==> src/rtl/turn_signal_seq_if.sv <==
// rtl/turn_signal_seq_if.sv - stalk inputs and lamp-bank outputs of the turn-signal sequencer
//
// Purpose: bundles the request inputs and lamp/error outputs of turn_signal_seq.
// Signals:
//   left, right   turn requests, level-sensitive
//   hazard        hazard request (only acted on when the sequencer is built with HAZARD_EN)
//   l_signal      left lamp bank, LAMPS bits, bit 0 innermost
//   r_signal      right lamp bank, LAMPS bits, bit LAMPS-1 innermost
//   error         high while both directions are requested
// Modports:
//   master  drives the requests, observes the lamps (stalk side / bench)
//   slave   the sequencer itself
interface turn_signal_seq_if #(
  parameter int LAMPS = 3
);
  logic             left;
  logic             right;
  logic             hazard;
  logic [LAMPS-1:0] l_signal;
  logic [LAMPS-1:0] r_signal;
  logic             error;

  modport master (
    output left,
    output right,
    output hazard,
    input  l_signal,
    input  r_signal,
    input  error
  );

  modport slave (
    input  left,
    input  right,
    input  hazard,
    output l_signal,
    output r_signal,
    output error
  );
endinterface

==> src/rtl/turn_signal_seq.sv <==
// rtl/turn_signal_seq.sv - parametrised sequential turn-signal controller with thermometer sweep
//
// Purpose: drives two lamp banks with a sweep that lights one more lamp every
// DWELL clocks (step 0 is blank), restarting after all LAMPS are lit. Requesting
// both directions at once parks the block in ERROR with all lamps dark.
// Optional feature macro: HAZARD_EN -- when defined, hazard flashes both banks
// together (DWELL cycles on, DWELL cycles off) and overrides every other request.
// Parameters:
//   LAMPS  lamps per bank (>= 1)
//   DWELL  clock cycles each step is held (>= 1)
// Ports:
//   clock  system clock, rising edge
//   reset  synchronous, active-high
//   bus    turn_signal_seq_if.slave: left/right/hazard in, l_signal/r_signal/error out
module turn_signal_seq #(
  parameter int LAMPS = 3,
  parameter int DWELL = 3
) (
  input logic              clock,
  input logic              reset,
  turn_signal_seq_if.slave bus
);

  localparam int SW = $clog2(LAMPS + 1);
  localparam int CW = (DWELL > 1) ? $clog2(DWELL) : 1;

  typedef enum logic [2:0] {
    S_IDLE,
    S_LEFT,
    S_RIGHT,
`ifdef HAZARD_EN
    S_HAZ_ON,
    S_HAZ_OFF,
`endif
    S_ERROR
  } state_t;

  state_t        state, state_n;
  logic [SW-1:0] step, step_n;
  logic [CW-1:0] cnt, cnt_n;
  logic          boundary;
  logic          both;
  logic          haz_req;

  logic [LAMPS-1:0] l_out;
  logic [LAMPS-1:0] r_out;
  logic             err_out;

  // Last cycle of a dwell period; requests are only looked at here while sweeping.
  assign boundary = (cnt == CW'(DWELL - 1));
  assign both     = bus.left && bus.right;

`ifdef HAZARD_EN
  assign haz_req = bus.hazard;
`else
  // Hazard has no effect in this build; the input is deliberately left unused.
  logic unused_hazard;
  assign unused_hazard = bus.hazard;
  assign haz_req       = 1'b0;
`endif

  always_ff @(posedge clock) begin
    if (reset) begin
      state <= S_IDLE;
      step  <= '0;
      cnt   <= '0;
    end else begin
      state <= state_n;
      step  <= step_n;
      cnt   <= cnt_n;
    end
  end

  // Next state. The dwell counter defaults to 0 so any state or step change
  // restarts the dwell; only a mid-dwell cycle advances it.
  always_comb begin
    state_n = state;
    step_n  = step;
    cnt_n   = '0;
    case (state)
      S_IDLE: begin
        step_n = '0;
        if (haz_req) begin
`ifdef HAZARD_EN
          state_n = S_HAZ_ON;
`endif
        end else if (both) begin
          state_n = S_ERROR;
        end else if (bus.left) begin
          state_n = S_LEFT;
        end else if (bus.right) begin
          state_n = S_RIGHT;
        end
      end

      S_LEFT, S_RIGHT: begin
        if (!boundary) begin
          cnt_n = cnt + 1'b1;
        end else begin
          step_n = '0;
          if (haz_req) begin
`ifdef HAZARD_EN
            state_n = S_HAZ_ON;
`endif
          end else if (both) begin
            state_n = S_ERROR;
          end else if ((state == S_LEFT) ? bus.left : bus.right) begin
            // Still requested: advance the sweep, blank step follows the full bank.
            step_n = (step == SW'(LAMPS)) ? '0 : step + 1'b1;
          end else begin
            state_n = S_IDLE;
          end
        end
      end

      S_ERROR: begin
        step_n = '0;
        if (haz_req) begin
`ifdef HAZARD_EN
          state_n = S_HAZ_ON;
`endif
        end else if (!both) begin
          state_n = S_IDLE;
        end
      end

`ifdef HAZARD_EN
      S_HAZ_ON: begin
        step_n = '0;
        if (!boundary) begin
          cnt_n = cnt + 1'b1;
        end else begin
          state_n = S_HAZ_OFF;
        end
      end

      S_HAZ_OFF: begin
        step_n = '0;
        if (!boundary) begin
          cnt_n = cnt + 1'b1;
        end else begin
          state_n = bus.hazard ? S_HAZ_ON : S_IDLE;
        end
      end
`endif

      default: begin
        state_n = S_IDLE;
        step_n  = '0;
      end
    endcase
  end

  // Moore output decode. Left bank fills from bit 0 upward, right bank fills
  // from bit LAMPS-1 downward, so both sweeps run outward from the centre.
  always_comb begin
    l_out   = '0;
    r_out   = '0;
    err_out = 1'b0;
    case (state)
      S_LEFT: begin
        for (int i = 0; i < LAMPS; i++) begin
          l_out[i] = (i < int'(step));
        end
      end
      S_RIGHT: begin
        for (int i = 0; i < LAMPS; i++) begin
          r_out[LAMPS-1-i] = (i < int'(step));
        end
      end
      S_ERROR: err_out = 1'b1;
`ifdef HAZARD_EN
      S_HAZ_ON: begin
        l_out = '1;
        r_out = '1;
      end
`endif
      default: begin
        l_out   = '0;
        r_out   = '0;
        err_out = 1'b0;
      end
    endcase
  end

  assign bus.l_signal = l_out;
  assign bus.r_signal = r_out;
  assign bus.error    = err_out;

endmodule

==> src/flat_wrapper.sv <==
// flat-port wrapper written by rule: the top's interface ports become plain ports
module turn_signal_seq_flat 
#(
  parameter int LAMPS = 3,
  parameter int DWELL = 3
)
  (clock, reset, bus_left, bus_right, bus_hazard, bus_l_signal, bus_r_signal, bus_error);
  turn_signal_seq_if #(.LAMPS(LAMPS)) bus_i ();
  input logic clock;
  input logic reset;
  input wire logic [$bits(bus_i.left)-1:0] bus_left;
  input wire logic [$bits(bus_i.right)-1:0] bus_right;
  input wire logic [$bits(bus_i.hazard)-1:0] bus_hazard;
  output wire logic [$bits(bus_i.l_signal)-1:0] bus_l_signal;
  output wire logic [$bits(bus_i.r_signal)-1:0] bus_r_signal;
  output wire logic [$bits(bus_i.error)-1:0] bus_error;
  assign bus_i.left = bus_left;
  assign bus_i.right = bus_right;
  assign bus_i.hazard = bus_hazard;
  assign bus_l_signal = bus_i.l_signal;
  assign bus_r_signal = bus_i.r_signal;
  assign bus_error = bus_i.error;
  turn_signal_seq #(.LAMPS(LAMPS), .DWELL(DWELL)) u_core (.clock(clock), .reset(reset), .bus(bus_i));
endmodule
==> config.mk <==
export PLATFORM = sky130hd
export DESIGN_NAME = turn_signal_seq_flat
export DESIGN_NICKNAME = d
export VERILOG_FILES = /design/src/rtl/turn_signal_seq_if.sv /design/src/rtl/turn_signal_seq.sv /design/src/flat_wrapper.sv
export SDC_FILE = /design/constraint.sdc
export NUM_CORES = 1
export LEC_CHECK = 0
export BUFFER_PORTS_ARGS = -buffer_cell sky130_fd_sc_hd__buf_2
export CAP_MARGIN = 0
export CORE_AREA = 2 2 39 41
export CTS_CLUSTER_DIAMETER = 50
export DETAILED_ROUTE_END_ITERATION = 8
export DIE_AREA = 0 0 41 43
export HOLD_SLACK_MARGIN = 0.1
export PLACE_DENSITY = 0.61
export SYNTH_ARGS = -nofsm -noshare
export SYNTH_HDL_FRONTEND = slang
export SYNTH_SLANG_ARGS = --single-unit
==> constraint.sdc <==
create_clock -name clock -period 3.7 [get_ports clock]
set_input_delay 0.185 -clock clock [delete_from_list [all_inputs] [get_ports clock]]
set_output_delay 0.185 -clock clock [all_outputs]
set_load 0.005 [all_outputs]
==> results of run 1 <==
==> where the power goes <==
group / total [mW] / switching [mW] / internal, mW
clock network: 0.0615 / 0.0247 / 0.0368
registers: 0.0860 / 0.00811 / 0.0779
logic: 0.0956 / 0.0535 / 0.0420
==> layer usage <==
metal  track usage [%]  up-vias
met5                 0        -
met4              10.0        0
met3              1.57        2
met2              14.7       12
met1              15.8      149
li1                  -      195
==> placed cells by master (no fill, tap or decap) <==
master,instances
nor2b_1,2
a211o_1,1
dfxtp_1,6
buf_2,10
clkbuf_4,3
a21oi_1,4
nand3b_1,2
o32ai_1,2
o21a_1,1
and2_1,4
o211ai_1,1
inv_1,8
a2bb2oi_1,1
ha_1,8
a31oi_1,1
nand2b_1,4
nor3_1,2
and3_1,1
or4b_1,1
==> kinds of logic (layout without fill, tap and decap cells) <==
kind of cell	Yosys count	count (layout)	synth area share (%)
AOI/OAI and AO/OA	11	11	17.7
and+or+nand+nor	16	16	24.1
adders and majority gates	8	8	23.3
DFF	6	6	27.9
buffers and inverters	8	21	6.98
==> synthesized netlist by cell type, drive strengths merged <==
master	count	share of area, %
a2bb2oi	1	2.0
and3	1	1.5
o21a	1	1.7
nand2b	4	5.8
inv	8	7.0
o32ai	2	4.1
ha	8	23
a21oi	4	4.7
and2	4	5.8
nor2b	2	2.9
nand3b	2	3.5
nor3	2	2.3
or4b	1	2.3
o211ai	1	1.7
a31oi	1	1.5
a211o	1	2.0
dfxtp	6	28
==> cell type report <==
cell class,instances,area share [%]
Multi-Input combinational cell,35,53.6
Sequential cell,6,23.0
Timing Repair Buffer,10,9.57
Inverter,8,5.74
Clock buffer,3,4.31
Tap cell,16,3.83
==> sequential cells by signal (all words and copies together) (netlist names) <==
register and flops:
u_core.step 2, u_core.state 2, u_core.cnt 2
==> critical path: stages (launching register included) <==
cell	delay (ns)
dfxtp_1	0.36
inv_1	0.09
ha_1	0.23
nand2b_1	0.17
o21a_1	0.18
or4b_1	0.47
a21oi_1	0.14
==> metrics by stage <==
stage	cell area, um^2	instances	power (mW)	util [%]	hold WS [ns]
2_1_floorplan	430	49	0.160	-	0.362
3_3_place_gp	500	75	0.179	36.2	0.408
3_5_place_dp	500	75	0.182	36.2	0.407
4_1_cts	523	78	0.246	37.8	0.250
5_1_grt	523	78	0.268	37.8	0.273
6_report	523	78	0.243	37.8	0.257
==> worst min path at each step <==
stage | to | slack [ns] | cells after the start
finish | u_core.state[1]$_SDFFE_PP0P_ | 0.26 | 3
global route | u_core.state[1]$_SDFFE_PP0P_ | 0.27 | 3
CTS | u_core.state[1]$_SDFFE_PP0P_ | 0.25 | 3
detailed placement | u_core.cnt[0]$_SDFF_PP0_ | 0.41 | 1
global placement | u_core.cnt[0]$_SDFF_PP0_ | 0.41 | 1
floorplan | u_core.state[1]$_SDFFE_PP0P_ | 0.36 | 2
==> results.sh, run 1 <==
export IMPL_cts_tree="done"
export IMPL_ys_warn_count=0
export IMPL_yosysSeqAreaShare_pct=27.9
export IMPL_power_density_nw_per_um2=465
export IMPL_critPathLaunchType="register"
export IMPL_wl_met2_um=356
export IMPL_hold_start="bus_right"
export IMPL_row_count=14
export IMPL_period_needed_ns=1.70
export IMPL_ant_nets=0
export IMPL_drc=0
export IMPL_die_h_um=43
export IMPL_slew_headroom_pct=83.4
export IMPL_io_pin_count=12
export IMPL_path_clk_slew_ns=0.05
export IMPL_wl_met1_um=373
export IMPL_r2r_slack_ns=2.00
export IMPL_antenna_cells=0
export IMPL_grt_overflow=0
export IMPL_initial_utilization_pct=31.1
export IMPL_reg2reg_depth=6
export IMPL_grt_pass1_wl_mm=1.33
export IMPL_crit_start="u_core.state[1]$_SDFFE_PP0P_"
export IMPL_max_clock_freq_mhz=587
export IMPL_top_layer="met4"
export IMPL_fill_cells=143
export IMPL_cts_sinks=6
export IMPL_via_per_inst=4.59
export IMPL_antenna_found_initial=0
export IMPL_nets=77
export IMPL_die_x_um=41
export IMPL_fin_skew_ns=0.00693
export IMPL_coreArea_um2=1380
export IMPL_cp_required_ns=3.88
export IMPL_outcome="finished, final reports clean"
export IMPL_worst_hold_path_type="input pin to register"
export IMPL_crit_arrival_ns=1.88
export IMPL_max_vdd_ir_drop_v=0.000156
export IMPL_wl_per_cell_um=10.1
export IMPL_fin_tns_setup_ns=0
export IMPL_setup_viol=0
export IMPL_post_place_ws_ns=2.02
export IMPL_synth_seq_cells=6
export IMPL_grt_usage_pct=11.5
export IMPL_crit_fanout=5
export IMPL_cts_resized=0
export IMPL_cap_violations=0
export IMPL_leakagePower_nw=0.256
export IMPL_via_count=358
export IMPL_netlist_area_um2=430
export IMPL_reg2reg_from="u_core.state[1]$_SDFFE_PP0P_"
export IMPL_min_period_over_period_pct=46.1
export IMPL_grt_max_degree=8
export IMPL_register_area_um2=120
export IMPL_cts_buffers=3
export IMPL_hold_buffers=0
export IMPL_h_tree_depth=1
export IMPL_slew_violations=0
export IMPL_hpwl_um=633
export IMPL_gp_congestion=0.809
export IMPL_multi_input_area_um2=280
export IMPL_grt_pass1_vias=321
export IMPL_area_delta_synth_final_pct=21.5
export IMPL_finalHoldViolations=0
export IMPL_layout_drive_gt1_share_pct=21.0
export IMPL_drtPass1Iterations=2
export IMPL_synth_net_count=62
export IMPL_route_final_wire_length_um=784
export IMPL_setup_slack_ns=2.00
export IMPL_rsz0062_at_grt="no"
export IMPL_drtIter0Drc=5
export IMPL_worstSetupPathType="register to register"
export IMPL_syn_avg_cell_area_um2=8.78
export IMPL_route_met3_wl_um=39
export IMPL_cts_buffer_depth=2
export IMPL_cp_end_kind="register"
export IMPL_io_buffers=10
export IMPL_post_cts_buffers=0
export IMPL_dieArea_um2=1760
export IMPL_cts_root_buf="clkbuf_4"
export IMPL_clk_latency_ns=0.25
export IMPL_reg2reg_to="u_core.step[0]$_SDFFE_PP0P_"
export IMPL_yosysUniqueCellTypes=17
export IMPL_crit_end="u_core.step[0]$_SDFFE_PP0P_"
export IMPL_syn_inst=49
export IMPL_tightest_slew_ns=0.248
No activity file was read; power rests on OpenSTA's default activity.
==> run 2: changes to the inputs <==
==> constraint.sdc (replaced) <==
create_clock -name clock -period 1.7 [get_ports clock]
set_input_delay 0.085 -clock clock [delete_from_list [all_inputs] [get_ports clock]]
set_output_delay 0.085 -clock clock [all_outputs]
set_load 0.005 [all_outputs]
==> results.sh, run 2 (same netlist as run 1, synthesis figures left out) <==
export IMPL_cts_buffers=3
export IMPL_rsz0062_at_grt="no"
export IMPL_grt_pass1_vias=291
export IMPL_via_count=364
export IMPL_wl_met1_um=368
export IMPL_route_final_wire_length_um=739
export IMPL_worstSetupPathType="register to register"
export IMPL_cts_buffer_depth=2
export IMPL_via_per_inst=4.55
export IMPL_antenna_found_initial=0
export IMPL_slew_headroom_pct=85.4
export IMPL_mostFrequentLayoutCells="buf_2 (10), inv_1 (8), ha_1 (8)"
export IMPL_io_pin_count=12
export IMPL_io_buffers=10
export IMPL_wl_met2_um=309
export IMPL_row_count=14
export IMPL_layout_drive_gt1_share_pct=23.4
export IMPL_initial_utilization_pct=31.1
export IMPL_cts_sinks=6
export IMPL_wl_per_cell_um=9.24
export IMPL_crit_arrival_ns=1.78
export IMPL_grt_max_degree=8
export IMPL_tightest_slew_ns=0.217
export IMPL_nets=79
export IMPL_area_delta_synth_final_pct=25.0
export IMPL_antenna_cells=0
export IMPL_dieArea_um2=1760
export IMPL_fill_cells=133
export IMPL_drtPass1Iterations=2
export IMPL_final_common_cell="buf_2"
export IMPL_gp_congestion=0.790
export IMPL_grt_pass1_wl_mm=1.12
export IMPL_cp_required_ns=1.88
export IMPL_post_cts_buffers=0
export IMPL_outcome="finished, final reports clean"
export IMPL_power_density_nw_per_um2=1020
export IMPL_critPathLaunchType="register"
export IMPL_h_tree_depth=1
export IMPL_cts_resized=0
export IMPL_postLayoutCoreUtil_pct=38.9
export IMPL_cts_root_buf="clkbuf_4"
export IMPL_fin_skew_ns=0.00390
export IMPL_path_clk_slew_ns=0.05
export IMPL_min_period_over_period_pct=94.1
export IMPL_drtIter0Drc=4
export IMPL_max_clock_freq_mhz=625
export IMPL_setup_viol=0
export IMPL_finalHoldViolations=0
export IMPL_die_x_um=41
export IMPL_coreArea_um2=1380
export IMPL_die_h_um=43
export IMPL_drc=0
export IMPL_top_layer="met4"
export IMPL_grt_usage_pct=9.65
export IMPL_slew_violations=0
export IMPL_crit_fanout=3
export IMPL_cap_violations=0
export IMPL_grt_overflow=0
export IMPL_fin_tns_setup_ns=0
export IMPL_route_met3_wl_um=42
export IMPL_clk_latency_ns=0.25
export IMPL_max_vdd_ir_drop_v=0.000476
export IMPL_cp_end_kind="register"
export IMPL_leakagePower_nw=0.267
export IMPL_ant_nets=0
export IMPL_cts_tree="done"
export IMPL_top_regs="u_core.cnt: 2 flops, u_core.state: 2 flops, u_core.step: 2 flops"
export IMPL_period_needed_ns=1.60
export IMPL_hold_buffers=0
export IMPL_worst_hold_path_type="input pin to register"
export IMPL_hpwl_um=601
[run 2: cell count changes in the layout (fill, tap and decap cells not counted)]
cell,previous run,this run
buf_4,0,2
[run 2: metal layers]
metal / vias up / track usage [%]
met1: 150 / 12.6
met3: 2 / 1.57
met5: - / 0
li1: 199 / -
met2: 13 / 13.1
met4: 0 / 8.00
[run 2: worst max-delay path, cell delays in order (launching register included)]
cell	delay (ns)
dfxtp_1	0.32
inv_1	0.07
ha_1	0.20
nand2b_1	0.16
o21a_1	0.17
or4b_1	0.46
a21oi_1	0.14
[run 2: power by group]
group / internal [mW] / total [mW] / switching [mW]
clock: 0.0801 / 0.135 / 0.0550
sequential: 0.169 / 0.184 / 0.0143
combinational: 0.109 / 0.228 / 0.119
total: 0.359 / 0.547 / 0.188
[run 2: worst paths after layout]
check	start	to	slack, ns	cells after the start
max reg2reg	u_core.state[1]$_SDFFE_PP0P_	u_core.step[0]$_SDFFE_PP0P_	0.10	6
min	bus_right	u_core.state[1]$_SDFFE_PP0P_	0.17	3
max	u_core.state[1]$_SDFFE_PP0P_	u_core.step[0]$_SDFFE_PP0P_	0.10	6
min reg2reg	u_core.cnt[0]$_SDFF_PP0_	u_core.cnt[0]$_SDFF_PP0_	0.41	1
[run 2: stage by stage]
step,hold slack [ns],std cells,total power [mW],area (um^2),worst slack (ns)
floorplan,0.262,49,0.349,430,0.140
global placement,0.406,77,0.410,515,0.113
detailed placement,0.407,77,0.415,515,0.111
CTS,0.162,80,0.555,538,0.0805
global route,0.193,80,0.593,538,0.00352
finish,0.175,80,0.547,538,0.101
[run 2: cell type report]
| cell class | instances | area, um^2 | area share [%] |
|---|---|---|---|
| clock buffers | 3 | 22.5 | 4.19 |
| inverters | 8 | 30.0 | 5.58 |
| multi-input cells | 35 | 280 | 52.1 |
| flip-flops and latches | 6 | 120 | 22.3 |
| well taps | 16 | 20.0 | 3.72 |
| repair buffers | 12 | 65.1 | 12.1 |
